[src/rtl/segmented_pkg.sv]
// Shared types and widths for the segmented RISC-V core pipeline registers.
package segmented_pkg;

  localparam int unsigned XLEN_DEF       = 32;
  localparam int unsigned REG_ADDR_W_DEF = 5;
  localparam int unsigned FUNC3_W        = 3;
  localparam int unsigned CNT_W          = 32;

  typedef struct packed {
    logic branch;
    logic mem_read;
    logic mem_write;
    logic reg_write;
    logic mem_to_reg;
  } ex_mem_ctrl_t;

  typedef struct packed {
    logic                      valid;
    ex_mem_ctrl_t              ctrl;
    logic [FUNC3_W-1:0]        func3;
    logic [XLEN_DEF-1:0]       alu_result;
    logic                      alu_zero;
    logic [XLEN_DEF-1:0]       rs2_data;
    logic [XLEN_DEF-1:0]       branch_target;
    logic [REG_ADDR_W_DEF-1:0] rd;
  } ex_mem_t;

endpackage

[src/rtl/pipe_reg_sf.sv]
// Generic pipeline register with async active-high reset, stall (hold) and flush (clear).
module pipe_reg_sf #(
  parameter int unsigned WIDTH = 1
) (
  input  logic             clk,
  input  logic             rst,
  input  logic             stall_i,
  input  logic             flush_i,
  input  logic [WIDTH-1:0] d_i,
  output logic [WIDTH-1:0] q_o
);

  logic [WIDTH-1:0] data_q;
  logic [WIDTH-1:0] data_d;

  // Flush wins over stall so a squashed instruction never survives a busy MEM stage.
  always_comb begin
    data_d = d_i;
    if (flush_i) begin
      data_d = '0;
    end else if (stall_i) begin
      data_d = data_q;
    end
  end

  always_ff @(posedge clk or posedge rst) begin
    if (rst) begin
      data_q <= '0;
    end else begin
      data_q <= data_d;
    end
  end

  assign q_o = data_q;

endmodule

[src/rtl/ex_mem_stage_register.sv]
// EX/MEM pipeline register with stall/flush, valid tracking and bubble gating.
// Optional stall/flush performance counters are enabled with EX_MEM_PERF_CNT_EN.
module ex_mem_stage_register
  import segmented_pkg::*;
#(
  parameter int unsigned XLEN       = XLEN_DEF,
  parameter int unsigned REG_ADDR_W = REG_ADDR_W_DEF
) (
  input  logic                  clk,
  input  logic                  rst,
  input  logic                  stall_in,
  input  logic                  flush_in,
  input  logic                  valid_in,
  input  logic                  branch_in,
  input  logic                  mem_read_in,
  input  logic                  mem_write_in,
  input  logic                  reg_write_in,
  input  logic                  mem_to_reg_in,
  input  logic [FUNC3_W-1:0]    func_3_bits_in,
  input  logic [XLEN-1:0]       alu_result_in,
  input  logic                  alu_zero_in,
  input  logic [XLEN-1:0]       rs2_data_in,
  input  logic [XLEN-1:0]       branch_target_in,
  input  logic [REG_ADDR_W-1:0] rd_in,
  output logic                  valid_out,
  output logic                  branch_out,
  output logic                  mem_read_out,
  output logic                  mem_write_out,
  output logic                  reg_write_out,
  output logic                  mem_to_reg_out,
  output logic [FUNC3_W-1:0]    func_3_bits_out,
  output logic [XLEN-1:0]       alu_result_out,
  output logic                  alu_zero_out,
  output logic [XLEN-1:0]       rs2_data_out,
  output logic [XLEN-1:0]       branch_target_out,
  output logic [REG_ADDR_W-1:0] rd_out,
  output logic [CNT_W-1:0]      stall_cnt_out,
  output logic [CNT_W-1:0]      flush_cnt_out
);

  localparam int unsigned STAGE_W = $bits(ex_mem_t);

  ex_mem_t ex_mem_d;
  ex_mem_t ex_mem_q;

  // Control bits are gated by valid so a bubble can never write memory or the register file.
  always_comb begin
    ex_mem_d                 = '0;
    ex_mem_d.valid           = valid_in;
    ex_mem_d.ctrl.branch     = valid_in & branch_in;
    ex_mem_d.ctrl.mem_read   = valid_in & mem_read_in;
    ex_mem_d.ctrl.mem_write  = valid_in & mem_write_in;
    ex_mem_d.ctrl.reg_write  = valid_in & reg_write_in;
    ex_mem_d.ctrl.mem_to_reg = valid_in & mem_to_reg_in;
    ex_mem_d.func3           = func_3_bits_in;
    ex_mem_d.alu_result      = XLEN_DEF'(alu_result_in);
    ex_mem_d.alu_zero        = alu_zero_in;
    ex_mem_d.rs2_data        = XLEN_DEF'(rs2_data_in);
    ex_mem_d.branch_target   = XLEN_DEF'(branch_target_in);
    ex_mem_d.rd              = REG_ADDR_W_DEF'(rd_in);
  end

  pipe_reg_sf #(
    .WIDTH (STAGE_W)
  ) u_stage_reg (
    .clk     (clk),
    .rst     (rst),
    .stall_i (stall_in),
    .flush_i (flush_in),
    .d_i     (ex_mem_d),
    .q_o     (ex_mem_q)
  );

  assign valid_out         = ex_mem_q.valid;
  assign branch_out        = ex_mem_q.ctrl.branch;
  assign mem_read_out      = ex_mem_q.ctrl.mem_read;
  assign mem_write_out     = ex_mem_q.ctrl.mem_write;
  assign reg_write_out     = ex_mem_q.ctrl.reg_write;
  assign mem_to_reg_out    = ex_mem_q.ctrl.mem_to_reg;
  assign func_3_bits_out   = ex_mem_q.func3;
  assign alu_result_out    = XLEN'(ex_mem_q.alu_result);
  assign alu_zero_out      = ex_mem_q.alu_zero;
  assign rs2_data_out      = XLEN'(ex_mem_q.rs2_data);
  assign branch_target_out = XLEN'(ex_mem_q.branch_target);
  assign rd_out            = REG_ADDR_W'(ex_mem_q.rd);

`ifdef EX_MEM_PERF_CNT_EN
  logic [CNT_W-1:0] stall_cnt_q;
  logic [CNT_W-1:0] stall_cnt_d;
  logic [CNT_W-1:0] flush_cnt_q;
  logic [CNT_W-1:0] flush_cnt_d;

  // Only stalls that hold a real instruction count; both counters saturate.
  always_comb begin
    stall_cnt_d = stall_cnt_q;
    flush_cnt_d = flush_cnt_q;
    if (stall_in && !flush_in && ex_mem_q.valid && (stall_cnt_q != '1)) begin
      stall_cnt_d = stall_cnt_q + CNT_W'(1);
    end
    if (flush_in && (flush_cnt_q != '1)) begin
      flush_cnt_d = flush_cnt_q + CNT_W'(1);
    end
  end

  always_ff @(posedge clk or posedge rst) begin
    if (rst) begin
      stall_cnt_q <= '0;
      flush_cnt_q <= '0;
    end else begin
      stall_cnt_q <= stall_cnt_d;
      flush_cnt_q <= flush_cnt_d;
    end
  end

  assign stall_cnt_out = stall_cnt_q;
  assign flush_cnt_out = flush_cnt_q;
`else
  assign stall_cnt_out = '0;
  assign flush_cnt_out = '0;
`endif

endmodule

[config.mk]
export PLATFORM = sky130hd
export DESIGN_NAME = ex_mem_stage_register
export DESIGN_NICKNAME = d
export VERILOG_FILES = /design/src/rtl/segmented_pkg.sv /design/src/rtl/pipe_reg_sf.sv /design/src/rtl/ex_mem_stage_register.sv
export SDC_FILE = /design/constraint.sdc
export NUM_CORES = 1
export LEC_CHECK = 0
export CAP_MARGIN = 20
export CORE_ASPECT_RATIO = 0.75
export CORE_UTILIZATION = 40
export DETAILED_ROUTE_END_ITERATION = 16
export GPL_TIMING_DRIVEN = 0
export MAX_ROUTING_LAYER = met4
export PLACE_DENSITY = 0.84
export SLEW_MARGIN = 20
export SYNTH_ARGS = -nofsm -noshare
export SYNTH_HDL_FRONTEND = slang
export SYNTH_SLANG_ARGS = --single-unit
[constraint.sdc]
create_clock -name clk -period 5.55 [get_ports clk]
set_clock_uncertainty 0.1 [all_clocks]
set_input_delay 0.8325 -clock clk [delete_from_list [all_inputs] [get_ports clk]]
set_output_delay 0.8325 -clock clk [all_outputs]
set_load 0.03 [all_outputs]
# --- Word-level counts from Yosys, hierarchy flattened ---
# Cells that the tools add are included.
classes:
  n_eq_ne: 1
  n_mux: 2
  bitwise: 5
ops:
  columns: ["operator", "count"]
  rows:
  - ["111-bit 2-to-1 mux", 2]
  - ["1-bit AND", 5]
  - ["2-bit by 1-bit inequality test with 1-bit output, second input constant", 1]
totals:
  reg_bits: 111
  in_bits: 115
  out_inout_bits: 175
  elab_cells: 9

# --- Depth between registers and ports, before layout ---
# Gate-level depths: netlist of the first run.
depth:
  word_depth: 3
  ltp_mapped: 5
  mapped_depth_nobuf: 2

# --- Modules after synthesis ---
# A second synthesis of the first run with hierarchy kept.
hier_totals:
  hier_cells: 429
  area_unflattened_um2: 5093.6
modules_own_cells:
  columns: ["mod", "instances", "cells_per_inst", "area_per_inst_um2", "seq_area_each_um2"]
  rows:
  - ["pipe_reg_sf", 1, 359, 4578.1, 2777.7]
  - ["ex_mem_stage_register", 1, 70, 515.5, 0.0]

# --- Worst setup path before layout of the first run ---
# No wires, ideal clock.
synth_path:
  kind: "input -> register"
  from: "input stall_in"
  to: "register u_stage_reg.data_q[0] (netlist: u_stage_reg.q_o[0])"
  setup_time_ns: 0.132
  t_arrival_ns: 1.444
  t_required_ns: 5.318
  path_slack_ns: 3.874
  path_stages: 5
  path_buffers: 3
  cell_sequence: "buf_4 > buf_12 > buf_8 > mux2i_1 > nor2_1"
synth_between:
  elab_chain_cells: 1
synth_rtl:
  columns: ["item", "line_no", "rtl"]
  rows:
  - ["start: declaration", "ex_mem_stage_register.sv:11", "input logic stall_in,"]
  - ["2-bit by 1-bit inequality test with 1-bit output (no source line)", null, null]
  - ["end signal: assignment", "pipe_reg_sf.sv:30", "data_q <= data_d;"]
  - ["end: declaration", "pipe_reg_sf.sv:13", "logic [WIDTH-1:0] data_q;"]
# Every way passes these cells.
# A chain may end at the register's enable or synchronous reset.

# --- Final worst setup path of the first run ---
layout_path:
  from: "register u_stage_reg.data_q[106] (netlist: u_stage_reg.q_o[106])"
  to: "output reg_write_out"
layout_rtl:
  columns: ["item", "line_no", "rtl"]
  rows:
  - ["end: declaration", "ex_mem_stage_register.sv:29", "output logic reg_write_out,"]
# No word-level cell between the ends.

==> results of run 1 <==
-- where the power goes --
group | internal [mW] | switching, mW
sequential | 0.853 | 0.0252
clock | 0.397 | 0.290
combinational | 0.234 | 0.271
-- kinds of logic after synthesis --
logic type,after synthesis,synth area share
other cells,1,0.000748
simple gates,112,0.0859
buf+inv,90,0.140
flops,111,0.554
mux,106,0.212
compound gates,5,0.00799
-- worst paths after layout --
check,cells past startpoint,endpoint,startpoint
max reg2reg,2,u_stage_reg.q_o[94]$_DFFE_PP0P_,u_stage_reg.q_o[94]$_DFFE_PP0P_
max,1,reg_write_out,u_stage_reg.q_o[106]$_DFFE_PP0P_
max in group asynchronous,3,u_stage_reg.q_o[40]$_DFFE_PP0P_,rst
min reg2reg,1,u_stage_reg.q_o[105]$_DFFE_PP0P_,u_stage_reg.q_o[105]$_DFFE_PP0P_
min in group asynchronous,2,u_stage_reg.q_o[110]$_DFFE_PP0P_,rst
min,1,u_stage_reg.q_o[105]$_DFFE_PP0P_,u_stage_reg.q_o[105]$_DFFE_PP0P_
-- layout make-up --
cell class | instances | area, µm²
fill | 960 | 4220
sequential | 111 | 2780
multi-input combinational | 287 | 1770
timing repair buffer | 225 | 2270
inverter | 1 | 8.76
clock inverter | 5 | 81.3
clock buffer | 11 | 233
tap | 166 | 208
buffer | 89 | 697
-- synth_stat cells --
master	count
mux2i_1	106
clkbuf_1	8
buf_4	68
buf_2	4
nand3b_1	2
buf_6	1
nor2b_1	1
inv_1	1
a21oi_1	2
dfrtp_1	111
nor2_1	107
a32o_1	3
conb_1	1
nand2_1	2
buf_8	7
buf_12	1
-- stage by stage --
| stage | util | instance area (µm²) | std cells | worst slack [ns] | total power [mW] |
|---|---|---|---|---|---|
| 2_1_floorplan | - | 5250 | 488 | 1.69 | 1.19 |
| 3_3_place_gp | 0.628 | 7700 | 878 | 0.246 | 1.39 |
| 3_5_place_dp | 0.631 | 7730 | 879 | 3.12 | 1.40 |
| 4_1_cts | 0.656 | 8050 | 895 | 3.19 | 2.09 |
| 5_1_grt | 0.656 | 8050 | 895 | 3.15 | 2.15 |
| 6_report | 0.656 | 8050 | 895 | 3.19 | 2.07 |
-- routing by layer --
metal | GRT usage | wire [µm] | vias up
met4 | 0.0590 | 234 | 0
li1 | - | - | 1853
met1 | 0.249 | 5680 | 1875
met3 | 0.0586 | 844 | 22
met2 | 0.337 | 6190 | 166
met5 | - | 0 | -
==> results.json, run 1 <==
{
  "status": "finished, final reports clean",
  "hold_path_class": "reg -> reg",
  "syn_area_um2": 5010,
  "fin_setup_tns_ns": 0,
  "worstPathMaxFanout": 2,
  "critPathBufInv": 1,
  "syn_area_per_cell_um2": 11.8,
  "drive_gt1_frac": 0.133,
  "ant_nets": 0,
  "period_share": 0.425,
  "dieHeight_um": 99.0,
  "setup_viol": 0,
  "cts_resized": 0,
  "clk_latency_ns": 0.33,
  "cp_slowest_cell": "clkdlybuf4s50_1",
  "ios": 290,
  "synth.area.top_cells": "dfrtp_1 55%, mux2i_1 21%, buf_4 10%, nor2_1 8.0%, buf_8 2.1%",
  "h-tree-depth": 3,
  "power_density_nw_per_um2": 257,
  "grt_pass1_wl_um": 20300,
  "synth_area_leader_cell": "dfrtp_1",
  "wirelength_um": 12900,
  "r2r_slack_ns": 4.69,
  "post-route-drc-count": 0,
  "cts_buffers": 9,
  "hold_viol": 0,
  "via_count": 3916,
  "cp-end-kind": "output pin",
  "grt.overflow.total": 0,
  "vdd_drop_max_uv": 156,
  "portBuffers": 224,
  "avgRoutedWirePerCell_um": 14.5,
  "final_cell_mix": "224 x clkdlybuf4s50_1, 111 x dfrtp_1, 107 x nor2_1, 106 x mux2i_1, 68 x buf_4",
  "coreArea_um2": 12300,
  "synthCells": 425,
  "path_cells": "clkdlybuf4s50_1",
  "max_stage_delay_ns": 0.72,
  "layout_commonest_cell": "clkdlybuf4s50_1",
  "ys.warnings.count": 0,
  "first_global_vias": 4069,
  "cp_top_family": "buffers and inverters",
  "grt_usage": 0.206,
  "seq_area_frac_synth": 0.554,
  "synth.distinct_cells": 16,
  "place.gp.congestion": 0.810,
  "start_kind": "register",
  "rsz0062_at_grt": "no",
  "largest_reg_flops": 111,
  "fp.dieArea_um2": 13000,
  "whs_ns": 0.391,
  "cts_setup_buffers": 0,
  "drt-initial-drc-count": 123,
  "drt_pass1_iterations": 4,
  "cp.required_ns": 4.62,
  "die_w_um": 131,
  "initial_core_util": 0.409,
  "antenna_found_initial": 0,
  "fmax_ghz": 0.424,
  "path_class": "reg -> out",
  "clk_pin_slew_ns": 0.07,
  "fin_nets": 839,
  "clock-sinks": 111,
  "drv_cap": 0,
  "p_leak_nw": 3.99,
  "synth_top_area_share": 0.554,
  "row_count": 35,
  "grt_max_degree": 63,
  "cts_buffer_depth": 2,
  "vias_per_cell": 4.38,
  "cp.arrival_ns": 1.42,
  "area_delta_synth_final_pct": 60.5,
  "dp_hpwl_um": 9910,
  "synth_seq_cells": 111,
  "ctsHoldBuffers": 0,
  "diodes": 0,
  "cts_tree": "done",
  "min_period_ns": 2.36,
  "cts-root-buf": "clkbuf_16",
  "slew_violations": 0
}
Note: power is estimated with default switching activity, not from simulation.
==> run 2: changes to the inputs <==
- CORE_UTILIZATION: 40 -> 38
- PLACE_DENSITY: 0.84 -> 0.8
- clock period: 5.55 -> 2.4 ns (I/O delays scaled with it)
==> results.json, run 2 (synthesis gave the netlist of run 1 again) <==
{
  "r2r-start": "u_stage_reg.q_o[87]$_DFFE_PP0P_",
  "rsz0062_at_grt": "no",
  "clk_latency_ns": 0.33,
  "period_share": 0.782,
  "portBuffers": 224,
  "cts-root-buf": "clkbuf_16",
  "slew_violations": 0,
  "grt_usage": 0.201,
  "cp-end-kind": "output pin",
  "min_period_ns": 1.88,
  "hold_path_class": "in -> async",
  "layout_setup_ws_ns": 0.523,
  "diodes": 0,
  "ios": 290,
  "row_count": 35,
  "fp.dieArea_um2": 13700,
  "h-tree-depth": 3,
  "cts_buffer_depth": 2,
  "cts_buffers": 9,
  "fin_util": 0.648,
  "drt-initial-drc-count": 117,
  "area_delta_synth_final_pct": 62.5,
  "hold_viol": 0,
  "cp_slowest_cell": "clkdlybuf4s50_1",
  "dieHeight_um": 101,
  "dp_hpwl_um": 10600,
  "drt_pass1_iterations": 4,
  "p_leak_nw": 4.04,
  "clk_pin_slew_ns": 0.08,
  "layout_commonest_cell": "clkdlybuf4s50_1",
  "status": "finished, final reports clean",
  "stdcell_count": 898,
  "whs_ns": 0.301,
  "place_area_um2": 7800,
  "fin_setup_tns_ns": 0,
  "initial_core_util": 0.399,
  "r2r_end": "u_stage_reg.q_o[87]$_DFFE_PP0P_",
  "final_cell_mix": "224 x clkdlybuf4s50_1, 111 x dfrtp_1, 107 x nor2_1, 106 x mux2i_1, 68 x buf_4",
  "place.gp.congestion": 0.768,
  "post-place-ws_ns": 0.419,
  "first_global_vias": 3991,
  "power_density_nw_per_um2": 607,
  "drive_gt1_frac": 0.139,
  "cp_top_family": "buffers and inverters",
  "post-route-drc-count": 0,
  "cts_resized": 0,
  "fmax_ghz": 0.533,
  "antenna_found_initial": 0,
  "clock-sinks": 111,
  "cts_setup_buffers": 0,
  "cts_tree": "done",
  "fillCellCount": 976,
  "grt.overflow.total": 0,
  "largest_reg_flops": 111,
  "path_cells": "clkdlybuf4s50_1",
  "placed_cells": 882,
  "r2r_slack_ns": 1.53,
  "critPathBufInv": 1,
  "worstPathMaxFanout": 2,
  "ctsHoldBuffers": 0,
  "grt_pass1_wl_um": 20400,
  "wirelength_um": 13500,
  "cp.required_ns": 1.94,
  "via_count": 3907,
  "setup_viol": 0,
  "ff2ff_path_depth": 2,
  "max_stage_delay_ns": 0.72,
  "cp.depth": 1,
  "grt_max_degree": 33,
  "die_w_um": 135,
  "ant_nets": 0,
  "finalInstanceArea_um2": 8150,
  "avgRoutedWirePerCell_um": 15.0,
  "coreArea_um2": 12600,
  "cp.arrival_ns": 1.42,
  "power_mw": 4.95,
  "path_class": "reg -> out",
  "vias_per_cell": 4.35,
  "fin_nets": 842,
  "drv_cap": 0,
  "start_kind": "register",
  "vdd_drop_max_uv": 410
}
[run 2: layer usage]
metal / share of wire / GRT usage
met4: 0.0084 / 0.0449
met2: 0.53 / 0.364
met3: 0.063 / 0.0455
met5: 0 / -
met1: 0.40 / 0.226
[run 2: worst max path at each step]
stage                                     startpoint                               to  slack [ns]
CTS                 u_stage_reg.q_o[109]$_DFFE_PP0P_                       branch_out        0.50
floorplan                                        rst   u_stage_reg.q_o[0]$_DFFE_PP0P_        0.60
finish              u_stage_reg.q_o[109]$_DFFE_PP0P_                       branch_out        0.52
global placement                                 rst  u_stage_reg.q_o[81]$_DFFE_PP0P_       -0.44
global route        u_stage_reg.q_o[109]$_DFFE_PP0P_                       branch_out        0.47
detailed placement                          flush_in  u_stage_reg.q_o[57]$_DFFE_PP0P_        0.42
[run 2: report_power, final]
part	switching [mW]	internal, mW
combinational	0.634	0.553
sequential	0.0585	1.97
clock	0.694	1.03
[run 2: area by class of cell]
| type | count | area, µm² | area share |
|---|---|---|---|
| Clock inverter | 7 | 125 | 0.0154 |
| Tap cell | 166 | 208 | 0.0255 |
| Timing Repair Buffer | 228 | 2340 | 0.287 |
| Buffer | 89 | 697 | 0.0855 |
| Inverter | 1 | 7.51 | 0.000921 |
| Clock buffer | 9 | 225 | 0.0276 |
| Multi-Input combinational cell | 287 | 1770 | 0.217 |
| Sequential cell | 111 | 2780 | 0.341 |
==> run 3: changes to the inputs <==
- CORE_UTILIZATION: 38 -> 35
- PLACE_DENSITY: 0.8 -> 0.78
- clock period: 2.4 -> 1.7 ns (I/O delays scaled with it)
==> results.json, run 3 (synthesis gave the netlist of run 1 again) <==
{
  "dp_hpwl_um": 10100,
  "hold_path_class": "in -> async",
  "drive_gt1_frac": 0.134,
  "fp.dieArea_um2": 14800,
  "cp.required_ns": 1.82,
  "die_w_um": 140,
  "final_cell_mix": "113 x clkdlybuf4s50_1, 111 x dlygate4sd2_1, 111 x dfrtp_1, 107 x nor2_1, 106 x mux2i_1",
  "fillCellCount": 1211,
  "combPwrFrac": 0.245,
  "dieHeight_um": 106,
  "p_sw_frac": 0.298,
  "worstPathMaxFanout": 10,
  "placed_cells": 890,
  "drt_pass1_iterations": 4,
  "cp_slowest_cell": "clkdlybuf4s50_1",
  "largest_reg_flops": 111,
  "setup_viol": 0,
  "status": "finished, final reports clean",
  "avgRoutedWirePerCell_um": 14.3,
  "grt.overflow.total": 0,
  "path_class": "in -> reg",
  "place_area_um2": 7780,
  "power_density_nw_per_um2": 801,
  "cts-root-buf": "clkbuf_16",
  "ios": 290,
  "cpMostUsedCell": "buf_2",
  "ant_nets": 0,
  "cp.arrival_ns": 1.61,
  "slew_violations": 0,
  "grt_max_degree": 37,
  "wirelength_um": 13000,
  "fin_util": 0.571,
  "drv_cap": 0,
  "p_int_mw": 4.45,
  "cp-end-kind": "register",
  "fin_setup_tns_ns": 0,
  "area_delta_synth_final_pct": 57.7,
  "post-route-drc-count": 0,
  "period_share": 0.873,
  "diodes": 0,
  "coreArea_um2": 13800,
  "initial_core_util": 0.362,
  "cts_buffer_depth": 2,
  "via_count": 3850,
  "start_kind": "input pin",
  "layout_commonest_cell": "clkdlybuf4s50_1",
  "row_count": 37,
  "clk_pin_slew_ns": 0.07,
  "p_clk_frac": 0.304,
  "power_frac_seq": 0.451,
  "grt_usage": 0.183,
  "finalInstanceArea_um2": 7910,
  "stdcell_count": 905,
  "vdd_drop_max_uv": 413,
  "p_leak_nw": 4.39,
  "path_cells": "clkdlybuf4s50_1 > buf_2 > buf_2 > buf_2 > nor2_1",
  "whs_ns": 0.236,
  "fmax_ghz": 0.674,
  "clock-sinks": 111,
  "cts_buffers": 9,
  "max_stage_delay_ns": 0.47,
  "vias_per_cell": 4.25,
  "antenna_found_initial": 0,
  "max_slew_margin": 0.591,
  "grt_pass1_wl_um": 20700,
  "min_period_ns": 1.48,
  "portBuffers": 224,
  "first_global_vias": 4035,
  "rsz0062_at_grt": "no",
  "tightest_slew_ns": 0.612,
  "critPathBufInv": 4,
  "cts_tree": "done",
  "place.gp.congestion": 0.772,
  "hold_viol": 0,
  "h-tree-depth": 3,
  "clk_latency_ns": 0.33,
  "cp_top_family": "buffers and inverters",
  "ctsHoldBuffers": 0,
  "fin_nets": 841,
  "drt-initial-drc-count": 93,
  "switching_power_mw": 1.89
}
## run 3: metal layers
layer / part of all wire / vias to the layer above / GRT usage / wire, µm
li1: - / 1860 / - / -
met1: 0.42 / 1827 / 0.224 / 5440
met2: 0.50 / 151 / 0.303 / 6460
met5: 0 / - / - / 0
met3: 0.071 / 12 / 0.0536 / 921
met4: 0.0097 / 0 / 0.0369 / 125
## run 3: layout make-up
type / instances / area (µm²) / area share
sequential: 111 / 2780 / 0.351
timing repair buffer: 227 / 2170 / 0.274
multi-input combinational: 287 / 1770 / 0.224
buffer: 89 / 697 / 0.0881
clock buffer: 11 / 233 / 0.0294
tap: 175 / 219 / 0.0277
clock inverter: 4 / 32.5 / 0.00411
inverter: 1 / 7.51 / 0.000949
## run 3: what timing repair did
item | CTS | global route
endpoints found under the setup margin | 111 | 0
hold endpoints to repair | 0 | 0
resized for setup | 111 | 0
buffers inserted | 0 | 0
## run 3: path summary, 6_finish.rpt
check                                            startpoint                          endpoint  slack (ns)  depth (start not counted)
max reg2reg                 u_stage_reg.q_o[27]$_DFFE_PP0P_   u_stage_reg.q_o[27]$_DFFE_PP0P_        0.84                          2
min in group clk                                   stall_in   u_stage_reg.q_o[32]$_DFFE_PP0P_        0.35                          4
max in group asynchronous                               rst   u_stage_reg.q_o[98]$_DFFE_PP0P_        0.53                          4
min                                                     rst   u_stage_reg.q_o[63]$_DFFE_PP0P_        0.24                          2
max                                                flush_in   u_stage_reg.q_o[48]$_DFFE_PP0P_        0.22                          5
min reg2reg                u_stage_reg.q_o[105]$_DFFE_PP0P_  u_stage_reg.q_o[105]$_DFFE_PP0P_        0.39                          1
## run 3: per-stage QoR
stage	total power [mW]	worst slack, ns
2_1_floorplan	3.88	0.00154
3_3_place_gp	4.53	-1.01
3_5_place_dp	4.58	-0.170
4_1_cts	6.42	0.194
5_1_grt	6.64	0.158
6_report	6.34	0.216
## run 3: power groups by stage
stage	logic [mW]	clock network, mW	registers [mW]
floorplan	0.679	0	3.21
global placement	1.62	0	2.91
detailed placement	1.66	0	2.92
CTS	1.56	1.99	2.86
global route	1.65	2.11	2.88
finish	1.55	1.93	2.86
